<file path="src/rtl/spi_ram_arbiter.sv">
// -----------------------------------------------------------------------------
// spi_ram_arbiter
//
// Shares one QSPI RAM command port between two requesters:
//   emu  - flash-emulation read stream. It has fixed priority, is read-only and
//          stays open (len 0) until the flash chip-select ends it via emu_abort.
//   host - bounded host/UART reads and writes used to load or inspect the image.
// A starvation counter forces one host grant after STARVE_LIMIT cycles of host
// waiting while emu owns the port.
//
// Ports
//   clk, reset_n                      clock, asynchronous active-low reset
//   emu_req/emu_addr/emu_abort        emu request level, start address, stream end
//   emu_grant/emu_rd_strobe/emu_done  emu ownership, read byte valid, retire pulse
//   host_req/addr/len/write/wr_data   host request level and transfer description
//   host_grant/rd_strobe/wr_take/done host ownership, read valid, write consume, retire
//   rd_data                           registered read byte shared by both requesters
//   ram_cmd_*                         command to the RAM sequencer (valid/ready)
//   ram_rd_data/rd_strobe/wr_take/done  sequencer data and completion
//   ram_wr_data                       combinational pass-through of host_wr_data
//
// Build option
//   SPI_RAM_ARB_STATS_EN - adds saturating grant/override counters and the
//                          worst observed emu request-to-command latency.
// -----------------------------------------------------------------------------
module spi_ram_arbiter #(
    parameter int ADDR_BITS    = 24,
    parameter int LEN_BITS     = 16,
    parameter int STARVE_LIMIT = 1024
) (
    input  logic                 clk,
    input  logic                 reset_n,
    input  logic                 emu_req,
    input  logic [ADDR_BITS-1:0] emu_addr,
    input  logic                 emu_abort,
    output logic                 emu_grant,
    output logic                 emu_rd_strobe,
    output logic                 emu_done,
    input  logic                 host_req,
    input  logic [ADDR_BITS-1:0] host_addr,
    input  logic [LEN_BITS-1:0]  host_len,
    input  logic                 host_write,
    input  logic [7:0]           host_wr_data,
    output logic                 host_grant,
    output logic                 host_rd_strobe,
    output logic                 host_wr_take,
    output logic                 host_done,
    output logic [7:0]           rd_data,
    output logic                 ram_cmd_valid,
    input  logic                 ram_cmd_ready,
    output logic [ADDR_BITS-1:0] ram_cmd_addr,
    output logic [LEN_BITS-1:0]  ram_cmd_len,
    output logic                 ram_cmd_write,
    output logic                 ram_cmd_abort,
    input  logic [7:0]           ram_rd_data,
    input  logic                 ram_rd_strobe,
    input  logic                 ram_wr_take,
    output logic [7:0]           ram_wr_data,
    input  logic                 ram_done
`ifdef SPI_RAM_ARB_STATS_EN
    ,
    output logic [15:0]          stat_emu_grants,
    output logic [15:0]          stat_host_grants,
    output logic [15:0]          stat_starve_forced,
    output logic [15:0]          stat_max_emu_wait
`endif
);

    localparam int STARVE_BITS = $clog2(STARVE_LIMIT + 1);
    localparam logic [STARVE_BITS-1:0] STARVE_MAX = STARVE_BITS'(STARVE_LIMIT);

    typedef enum logic [2:0] {
        ST_IDLE       = 3'd0,
        ST_ISSUE_EMU  = 3'd1,
        ST_ISSUE_HOST = 3'd2,
        ST_BUSY_EMU   = 3'd3,
        ST_BUSY_HOST  = 3'd4,
        ST_DRAIN      = 3'd5
    } state_t;

    state_t                 state_r;
    state_t                 next_state_s;

    logic                   emu_grant_r;
    logic                   host_grant_r;
    logic                   cmd_valid_r;
    logic                   cmd_abort_r;
    logic [ADDR_BITS-1:0]   cmd_addr_r;
    logic [LEN_BITS-1:0]    cmd_len_r;
    logic                   cmd_write_r;
    logic                   emu_done_r;
    logic                   host_done_r;
    logic                   emu_rd_strobe_r;
    logic                   host_rd_strobe_r;
    logic [7:0]             rd_data_r;
    logic [STARVE_BITS-1:0] starve_r;

    logic                   emu_grant_s;
    logic                   host_grant_s;
    logic                   cmd_valid_s;
    logic                   cmd_abort_s;
    logic [ADDR_BITS-1:0]   cmd_addr_s;
    logic [LEN_BITS-1:0]    cmd_len_s;
    logic                   cmd_write_s;
    logic                   emu_done_s;
    logic                   host_done_s;
    logic                   starve_force_s;
    logic                   emu_req_ok_s;
    logic                   host_req_ok_s;
    logic                   starve_full_s;
    logic                   emu_rd_hit_s;
    logic                   host_rd_hit_s;

    // A requester whose done pulse is visible this cycle is still dropping its
    // level request; masking it prevents re-granting a retired transaction.
    assign emu_req_ok_s  = emu_req & ~emu_done_r;
    assign host_req_ok_s = host_req & ~host_done_r;
    assign starve_full_s = (starve_r == STARVE_MAX);

    // Read bytes are only forwarded while a read transfer is actually busy;
    // late strobes in DRAIN/IDLE fall through here.
    assign emu_rd_hit_s  = ram_rd_strobe & (state_r == ST_BUSY_EMU);
    assign host_rd_hit_s = ram_rd_strobe & (state_r == ST_BUSY_HOST) & ~cmd_write_r;

    // Next-state and next-output decode; all outputs below are registered from these.
    always_comb begin
        next_state_s   = state_r;
        cmd_valid_s    = 1'b0;
        cmd_abort_s    = cmd_abort_r;
        cmd_addr_s     = cmd_addr_r;
        cmd_len_s      = cmd_len_r;
        cmd_write_s    = cmd_write_r;
        emu_done_s     = 1'b0;
        host_done_s    = 1'b0;
        starve_force_s = 1'b0;
        emu_grant_s    = 1'b0;
        host_grant_s   = 1'b0;

        case (state_r)
            ST_IDLE: begin
                if (emu_req_ok_s && !(host_req_ok_s && starve_full_s)) begin
                    next_state_s = ST_ISSUE_EMU;
                    cmd_valid_s  = 1'b1;
                    cmd_addr_s   = emu_addr;
                    cmd_len_s    = {LEN_BITS{1'b0}};
                    cmd_write_s  = 1'b0;
                end else if (host_req_ok_s) begin
                    next_state_s   = ST_ISSUE_HOST;
                    // A zero-length host transfer never reaches the RAM.
                    cmd_valid_s    = (host_len != {LEN_BITS{1'b0}});
                    cmd_addr_s     = host_addr;
                    cmd_len_s      = host_len;
                    cmd_write_s    = host_write;
                    starve_force_s = emu_req_ok_s;
                end else begin
                    next_state_s = ST_IDLE;
                end
            end
            ST_ISSUE_EMU: begin
                if (ram_cmd_ready) begin
                    // An abort coinciding with acceptance must still end the
                    // now-open stream, so it is carried into BUSY_EMU.
                    next_state_s = ST_BUSY_EMU;
                    cmd_abort_s  = emu_abort;
                end else if (emu_abort) begin
                    next_state_s = ST_IDLE;
                    emu_done_s   = 1'b1;
                end else begin
                    cmd_valid_s = 1'b1;
                end
            end
            ST_ISSUE_HOST: begin
                if (cmd_len_r == {LEN_BITS{1'b0}}) begin
                    next_state_s = ST_IDLE;
                    host_done_s  = 1'b1;
                end else if (ram_cmd_ready) begin
                    next_state_s = ST_BUSY_HOST;
                end else begin
                    cmd_valid_s = 1'b1;
                end
            end
            ST_BUSY_EMU: begin
                if (ram_done) begin
                    next_state_s = ST_DRAIN;
                    cmd_abort_s  = 1'b0;
                    emu_done_s   = 1'b1;
                end else if (emu_abort) begin
                    cmd_abort_s = 1'b1;
                end else begin
                    cmd_abort_s = cmd_abort_r;
                end
            end
            ST_BUSY_HOST: begin
                if (ram_done) begin
                    next_state_s = ST_DRAIN;
                    host_done_s  = 1'b1;
                end else begin
                    next_state_s = ST_BUSY_HOST;
                end
            end
            ST_DRAIN: begin
                next_state_s = ST_IDLE;
            end
            default: begin
                next_state_s = ST_IDLE;
                cmd_abort_s  = 1'b0;
            end
        endcase

        emu_grant_s  = (next_state_s == ST_ISSUE_EMU)  || (next_state_s == ST_BUSY_EMU);
        host_grant_s = (next_state_s == ST_ISSUE_HOST) || (next_state_s == ST_BUSY_HOST);
    end

    // State and registered-output flops.
    always_ff @(posedge clk or negedge reset_n) begin
        if (!reset_n) begin
            state_r          <= ST_IDLE;
            emu_grant_r      <= 1'b0;
            host_grant_r     <= 1'b0;
            cmd_valid_r      <= 1'b0;
            cmd_abort_r      <= 1'b0;
            cmd_addr_r       <= {ADDR_BITS{1'b0}};
            cmd_len_r        <= {LEN_BITS{1'b0}};
            cmd_write_r      <= 1'b0;
            emu_done_r       <= 1'b0;
            host_done_r      <= 1'b0;
            emu_rd_strobe_r  <= 1'b0;
            host_rd_strobe_r <= 1'b0;
            rd_data_r        <= 8'h00;
        end else begin
            state_r          <= next_state_s;
            emu_grant_r      <= emu_grant_s;
            host_grant_r     <= host_grant_s;
            cmd_valid_r      <= cmd_valid_s;
            cmd_abort_r      <= cmd_abort_s;
            cmd_addr_r       <= cmd_addr_s;
            cmd_len_r        <= cmd_len_s;
            cmd_write_r      <= cmd_write_s;
            emu_done_r       <= emu_done_s;
            host_done_r      <= host_done_s;
            emu_rd_strobe_r  <= emu_rd_hit_s;
            host_rd_strobe_r <= host_rd_hit_s;
            if (emu_rd_hit_s || host_rd_hit_s) begin
                rd_data_r <= ram_rd_data;
            end else begin
                rd_data_r <= rd_data_r;
            end
        end
    end

    // Starvation counter: counts host wait cycles while emu owns the port,
    // cleared the cycle host ownership begins.
    always_ff @(posedge clk or negedge reset_n) begin
        if (!reset_n) begin
            starve_r <= {STARVE_BITS{1'b0}};
        end else if (host_grant_s && !host_grant_r) begin
            starve_r <= {STARVE_BITS{1'b0}};
        end else if (host_req && !host_grant_r && emu_grant_r && !starve_full_s) begin
            starve_r <= starve_r + STARVE_BITS'(1);
        end else begin
            starve_r <= starve_r;
        end
    end

    assign emu_grant      = emu_grant_r;
    assign host_grant     = host_grant_r;
    assign emu_done       = emu_done_r;
    assign host_done      = host_done_r;
    assign emu_rd_strobe  = emu_rd_strobe_r;
    assign host_rd_strobe = host_rd_strobe_r;
    assign rd_data        = rd_data_r;
    assign ram_cmd_valid  = cmd_valid_r;
    assign ram_cmd_abort  = cmd_abort_r;
    assign ram_cmd_addr   = cmd_addr_r;
    assign ram_cmd_len    = cmd_len_r;
    assign ram_cmd_write  = cmd_write_r;
    // Write handshake is same-cycle with the sequencer, so it is decoded from
    // registered state rather than delayed.
    assign host_wr_take   = ram_wr_take & (state_r == ST_BUSY_HOST) & cmd_write_r;
    assign ram_wr_data    = host_wr_data;

`ifdef SPI_RAM_ARB_STATS_EN
    function automatic logic [15:0] sat_inc16(input logic [15:0] v);
        return (v == 16'hFFFF) ? v : (v + 16'd1);
    endfunction

    logic [15:0] stat_emu_grants_r;
    logic [15:0] stat_host_grants_r;
    logic [15:0] stat_starve_forced_r;
    logic [15:0] stat_max_emu_wait_r;
    logic        emu_req_d_r;
    logic        emu_wait_act_r;
    logic [15:0] emu_wait_cnt_r;
    logic        emu_req_rise_s;
    logic        emu_issue_s;
    logic [15:0] cur_wait_s;

    assign emu_req_rise_s = emu_req & ~emu_req_d_r;
    assign emu_issue_s    = (state_r == ST_IDLE) && (next_state_s == ST_ISSUE_EMU);
    // Latency counted inclusive, so a same-cycle decision reads as 1 cycle
    // (cmd_valid appears one edge after the request is seen).
    assign cur_wait_s     = emu_req_rise_s ? 16'd1 : sat_inc16(emu_wait_cnt_r);

    // Statistics counters.
    always_ff @(posedge clk or negedge reset_n) begin
        if (!reset_n) begin
            stat_emu_grants_r    <= 16'h0000;
            stat_host_grants_r   <= 16'h0000;
            stat_starve_forced_r <= 16'h0000;
            stat_max_emu_wait_r  <= 16'h0000;
            emu_req_d_r          <= 1'b0;
            emu_wait_act_r       <= 1'b0;
            emu_wait_cnt_r       <= 16'h0000;
        end else begin
            emu_req_d_r <= emu_req;
            if (emu_grant_s && !emu_grant_r) begin
                stat_emu_grants_r <= sat_inc16(stat_emu_grants_r);
            end
            if (host_grant_s && !host_grant_r) begin
                stat_host_grants_r <= sat_inc16(stat_host_grants_r);
            end
            if (starve_force_s) begin
                stat_starve_forced_r <= sat_inc16(stat_starve_forced_r);
            end
            if (emu_issue_s) begin
                emu_wait_act_r <= 1'b0;
                emu_wait_cnt_r <= cur_wait_s;
                if (cur_wait_s > stat_max_emu_wait_r) begin
                    stat_max_emu_wait_r <= cur_wait_s;
                end
            end else if (emu_req_rise_s || emu_wait_act_r) begin
                emu_wait_act_r <= 1'b1;
                emu_wait_cnt_r <= cur_wait_s;
            end
        end
    end

    assign stat_emu_grants    = stat_emu_grants_r;
    assign stat_host_grants   = stat_host_grants_r;
    assign stat_starve_forced = stat_starve_forced_r;
    assign stat_max_emu_wait  = stat_max_emu_wait_r;
`endif

endmodule

</file>
<file path="config.mk">
export PLATFORM = sky130hd
export DESIGN_NAME = spi_ram_arbiter
export DESIGN_NICKNAME = d
export VERILOG_FILES = /design/src/rtl/spi_ram_arbiter.sv
export SDC_FILE = /design/constraint.sdc
export NUM_CORES = 1
export LEC_CHECK = 0
export ABC_AREA = 0
export BUFFER_PORTS_ARGS = -buffer_cell sky130_fd_sc_hd__buf_2
export CORE_MARGIN = 2
export CORE_UTILIZATION = 50
export DETAILED_ROUTE_END_ITERATION = 10
export HOLD_SLACK_MARGIN = 0.05
export PLACE_DENSITY = 0.93
export REMOVE_ABC_BUFFERS = 1
export SLEW_MARGIN = 20
export SYNTH_ARGS = -nofsm -noshare
export SYNTH_HDL_FRONTEND = slang
export SYNTH_SLANG_ARGS = --single-unit
</file>
<file path="constraint.sdc">
create_clock -name clk -period 3.18 [get_ports clk]
set_clock_uncertainty 0.2 [all_clocks]
set_input_delay 0.636 -clock clk [delete_from_list [all_inputs] [get_ports clk]]
set_output_delay 0.636 -clock clk [all_outputs]
set_load 0.05 [all_outputs]
</file>
* Yosys cells after proc, flatten, opt, wreduce, memory -nomap -nowiden
Index checks and enable logic that the tools add are counted.
Cells by class: reduce and logical (&&, ||, !) cells 20, bitwise logic cells 11, add/subtract/negate cells 1, mux-type cells 34, equality and inequality tests 12
Operator list (count):
- 2-to-1 mux 24 bit | 2
- 2-to-1 mux 16 bit | 2
- 2-to-1 mux 11 bit | 2
- logical NOT 16 bit | 1
- 2-to-1 mux 1 bit | 16
- nonzero test 16 bit | 1
- 2-to-1 mux 3 bit | 5
- one-hot mux 3 bit (5 select lines) | 1
- equality test 3 x 2 -> 1 bit (second input constant) | 4
- adder 11 x 1 -> 11 bit (second input constant) | 1
- equality test 11 bit (second input constant) | 1
- equality test 3 bit (second input constant) | 3
- AND 1 bit | 7
- equality test 3 x 1 -> 1 bit (second input constant) | 2
- logical AND 1 bit | 6
- one-hot mux 1 bit (3 select lines) | 2
- 2-to-1 mux 2 bit | 2
- NOT 1 bit | 4
- one-hot mux 1 bit (2 select lines) | 2
- nonzero test 2 bit | 2
- OR reduction 4 bit | 1
- logical NOT 1 bit | 3
- logical NOT 3 bit | 1
- logical OR 1 bit | 3
- 4 further kinds | 4
Storage, ports and cells: logic and storage cells 92, register bits after elaboration 71

* Logic depth before layout (Yosys ltp)
depth in word-level cells 11, depth in mapped cells 9, mapped depth without buffers 7

* Least setup slack after synthesis
OpenSTA, ideal clock, no wires.
kind register to output, from reg state_r[2], to out host_wr_take, data arrival time 1.332 ns, buffers on the path 0, setup slack 1.012 ns, stages on the path, launching flop included 3, cell sequence dfrtp_1 -> nor3b_1 -> and3_1
Between the ends: cells in the longest elaborated chain, start to end 3
Ends and longest elaborated chain:
- start: declaration | RTL line 81 | state_t state_r;
- start signal: assignment | RTL line 231 | state_r <= next_state_s;
- equality test 3 bit | RTL line 279 | assign host_wr_take = ram_wr_take & (state_r == ST_BUSY_HOST) & cmd_write_r;
- AND 1 bit (2 in series) | RTL line 279
- end: declaration | RTL line 46 | output logic host_wr_take,
No other way between the ends.

* Worst setup path in the final report
from reg starve_r[7], to reg starve_r[10]
Between the ends: cells in the longest elaborated chain, start to end 10, elaborated cells between the ends (all ways) 16
Ends and longest elaborated chain:
- start: declaration | RTL line 96 | logic [STARVE_BITS-1:0] starve_r;
- start signal: assignment | RTL line 255 | starve_r <= {STARVE_BITS{1'b0}};
- start signal: assignment | RTL line 257 | starve_r <= {STARVE_BITS{1'b0}};
- start signal: assignment | RTL line 259 | starve_r <= starve_r + STARVE_BITS'(1);
- equality test 11 bit (*) | RTL line 118 | assign starve_full_s = (starve_r == STARVE_MAX);
- logical AND 1 bit (*) | RTL line 141 | if (emu_req_ok_s && !(host_req_ok_s && starve_full_s)) begin
- logical NOT 1 bit (*) | RTL line 141
- logical AND 1 bit (*) | RTL line 141
- 2-to-1 mux 2 bit (*) | RTL line 141
- one-hot mux 3 bit (5 select lines) (*) | RTL line 139 | case (state_r)
- via next_state_s[0] | RTL line 82 | state_t next_state_s;
- equality test 3 x 2 -> 1 bit / equality test 3 bit (equally long branches) | RTL line 211 | host_grant_s = (next_state_s == ST_ISSUE_HOST) || (next_state_s == ST_BUSY_HOST);
- logical OR 1 bit (*) | RTL line 211
- logical AND 1 bit (*) | RTL line 256 | end else if (host_grant_s && !host_grant_r) begin
- 2-to-1 mux 11 bit / nonzero test 2 bit (equally long branches)
The timed path passes the listed nets; every way through them passes the cells marked *. The select of a mux whose other input is x is not followed. A chain may end at the register's enable or synchronous reset.

==> metrics.txt <==
status finished, violations left; violated checks design-rule violations; Inserted Clock Buffers 9; proportion of layout cells with a drive suffix above 1 40.32%; CP Class reg -> reg; syn avg cell area 11.06 µm²; WP depth 5; Layout area overhead 25.66%; post-synthesis xor/xnor area fraction 2.623%; Root Buffer clkbuf_8; crit-path cells or4b_4 -> nor4_2 -> o21ai_1 -> a211oi_2 -> nor2_1; Worst-Skew Late Latency 0.35 ns; wirelength, routed 8245 µm; Min-Delay Path Class in -> async; die area 0.007349 mm²; minimum clock period 2.758 ns; n_diodes 0; vias per cell 5.544; wire per inst 16.14 µm; Die Wd 85.73 µm; internal power 2.238 mW; Initial Utilization 52.00%; Post-CTS Resized 0; Bufs on Longest Clock Path 2; DR vias 2833; setup TNS after final layout 0 ns; Pleak 2.224 nW; largest family of logic cells by synthesized area simple AND/OR/NAND/NOR gates; CP startpoint starve_r[7]$_DFFE_PN0P_; Layout fillers 536; Max Slew Vio Count 0; Worst EP required 3.18 ns; Post-Synth Adder-Cell Area 0.7493%; placed insts 495; Port Buf Inserts 139; Residual DRC 8; Nets 521; top cells by area, synth dfrtp_1 (53%), mux2i_1 (7.2%), a22o_1 (4.5%), nand2_1 (3.6%), mux2_2 (3.0%); gp weighted congestion 0.8435; relative slew slack 41.84%; Critical Path Max Stage Delay 0.64 ns; reg2reg start starve_r[7]$_DFFE_PN0P_; Seq pwr share 32.4%; PD cells 1077 mW/mm²; Period Utilization, post-route 86.73%; DP Wirelength 6054 µm; vias in the first global route 2918; VDD IR max 0.0005372 V; Design Power 4.520 mW; hold_buf cts 0; Seq/Total Area, Yosys 53.20%; largest net degree at the start of global routing 72; slowest cell on the critical path a211oi_2; Worst-Margin Slew 0.8725 ns; crit path buf inv count 0; Max Cap Violations 0; Die Ht 85.73 µm; setup slack, reg-to-reg 0.42 ns; area post-placement 0.003999 mm²; Critical Path Sink starve_r[10]$_DFFE_PN0P_; pre-CTS setup slack 0.4386 ns; I/O Pins 156; dominant cell type by area after synthesis dfrtp_1; yosys warns 0; unique cell type count in the Yosys netlist 45; Worst Setup End Kind flip-flop; Reg-to-Reg End starve_r[10]$_DFFE_PN0P_; Synth Register Bits 71; clk sinks 71; RSZ-0062 raised after global routing no; final-report setup violation count 0; Worst Setup Start Kind flip-flop; clock network power share 15.8%; post-layout util 65.34%; mux cell area share after synthesis 10.23%; Post-CTS Setup Bufs 0; GRT Total Usage 23.96%; final setup margin 0.4220 ns; row count 29; Top delay family on crit path simple AND/OR/NAND/NOR gates; Antenna Nets Post-Route 0; Max Fclk 362.6 MHz; P_sw 2.283 mW; Syn Inst Count 302; Mapped Area 0.003339 mm²; Synth top area share 53.20%; Final Non-Filler Cells 511; simple-gate share of the synthesized area 14.46%; switching share of power 50.49%; Fin Hold WS 0.2098 ns; first drt pass iteration count 8; final hold violation count 0; core area 0.006422 mm²; reg2reg path depth 5; H-tree Lvls 3; post-synthesis compound-gate area fraction 13.11%; clk slew on worst S/H paths 0.08 ns; initial antenna violation count 0; Comb power frac 51.8%; CTS tree built; DRT iter0 DRCs 244; Worst EP arrival 2.76 ns; total gr overflow 0; worst-path fanout max 11; most common cell after layout, fill and taps aside buf_2; first-pass GRT wire length 13610 µm; post-route cell area 0.004197 mm²; most frequent cells in the layout buf_2 (138), dfrtp_1 (71), nand2_1 (32), mux2i_1 (24), o21ai_1 (20)
## worst register-to-register path: cells and delay by family, from the launching register on
kind	cells	cell delay, ns
flip-flops	1	0.42
AO/OA/AOI/OAI	2	0.86
AND/OR/NAND/NOR	3	1.14
## sequential cells by signal, indices dropped and copies added, names as in the netlist
signal and cells:
host_rd_strobe 1, host_done 1, ram_cmd_len 16, emu_done 1
emu_rd_strobe 1, host_grant 1, ram_cmd_addr 24, emu_grant 1
rd_data 8, ram_cmd_valid 1, ram_cmd_abort 1, starve_r 11
ram_cmd_write 1, state_r 3
## synthesized netlist by cell type, drive strengths merged
cell type,count
a31oi,1
nor2b,5
o21bai,1
o2bb2ai,1
o31a,1
and3b,2
nor3b,1
a221oi,1
nand4,6
nand2,32
nand2b,4
mux2,9
buf,17
a32oi,1
a41oi,1
or4b,1
or3b,1
dfrtp,71
a211oi,1
clkbuf,9
inv,3
o31ai,1
nor2,16
or2,1
xnor2,1
a2bb2oi,1
o21ai,30
a21oi,6
mux2i,24
a22o,17
xor2,9
and4,1
and3,8
a22oi,2
a21o,1
ha,2
nor3,3
or4,1
nor4,9
## layout make-up
class / instances / area (µm²) / share of cell area [%]
flip-flops and latches: 71 / 1777 / 42.34
multi-input cells: 202 / 1394 / 33.21
repair buffers: 142 / 720.7 / 17.17
clock buffers: 10 / 137.6 / 3.280
well taps: 77 / 96.34 / 2.296
clock inverters: 6 / 60.06 / 1.431
inverters: 3 / 11.26 / 0.2683
## kinds of logic after synthesis
| kind of cell | after synthesis |
|---|---|
| multiplexers | 33 |
| XOR/XNOR | 10 |
| AND/OR/NAND/NOR | 91 |
| AO/OA/AOI/OAI | 66 |
| flip-flops | 71 |
| adder cells (fa/ha/maj) | 2 |
| buffers and inverters | 29 |
## per-layer routing
layer	up-vias	share of wire [%]	wire, µm	global-route usage [%]
li1	1334	-	-	-
met1	1330	42	3450	29.30
met2	143	49	4022	39.49
met3	26	6.5	538	5.486
met4	0	2.8	234	12.84
met5	-	0	0	0
## how the worst min path moves through the flow
stage	startpoint	to
after global routing	reset_n	host_done$_DFF_PN0_
after floorplan	reset_n	emu_done$_DFF_PN0_
after detailed placement	ram_cmd_addr[11]$_DFFE_PN0P_	ram_cmd_addr[11]$_DFFE_PN0P_
final	reset_n	host_grant$_DFF_PN0_
after CTS	reset_n	state_r[1]$_DFF_PN0_
after global placement	ram_cmd_addr[12]$_DFFE_PN0P_	ram_cmd_addr[12]$_DFFE_PN0P_
## power groups by stage
stage	sequential (mW)	combinational (mW)	clock, mW
final	1.47	2.34	0.712
after global routing	1.51	2.50	0.767
after floorplan	2.48	0.746	0
after detailed placement	1.48	2.36	0
after CTS	1.47	2.36	0.728
after global placement	1.46	2.30	0
Note: power is estimated with default switching activity, not from simulation.
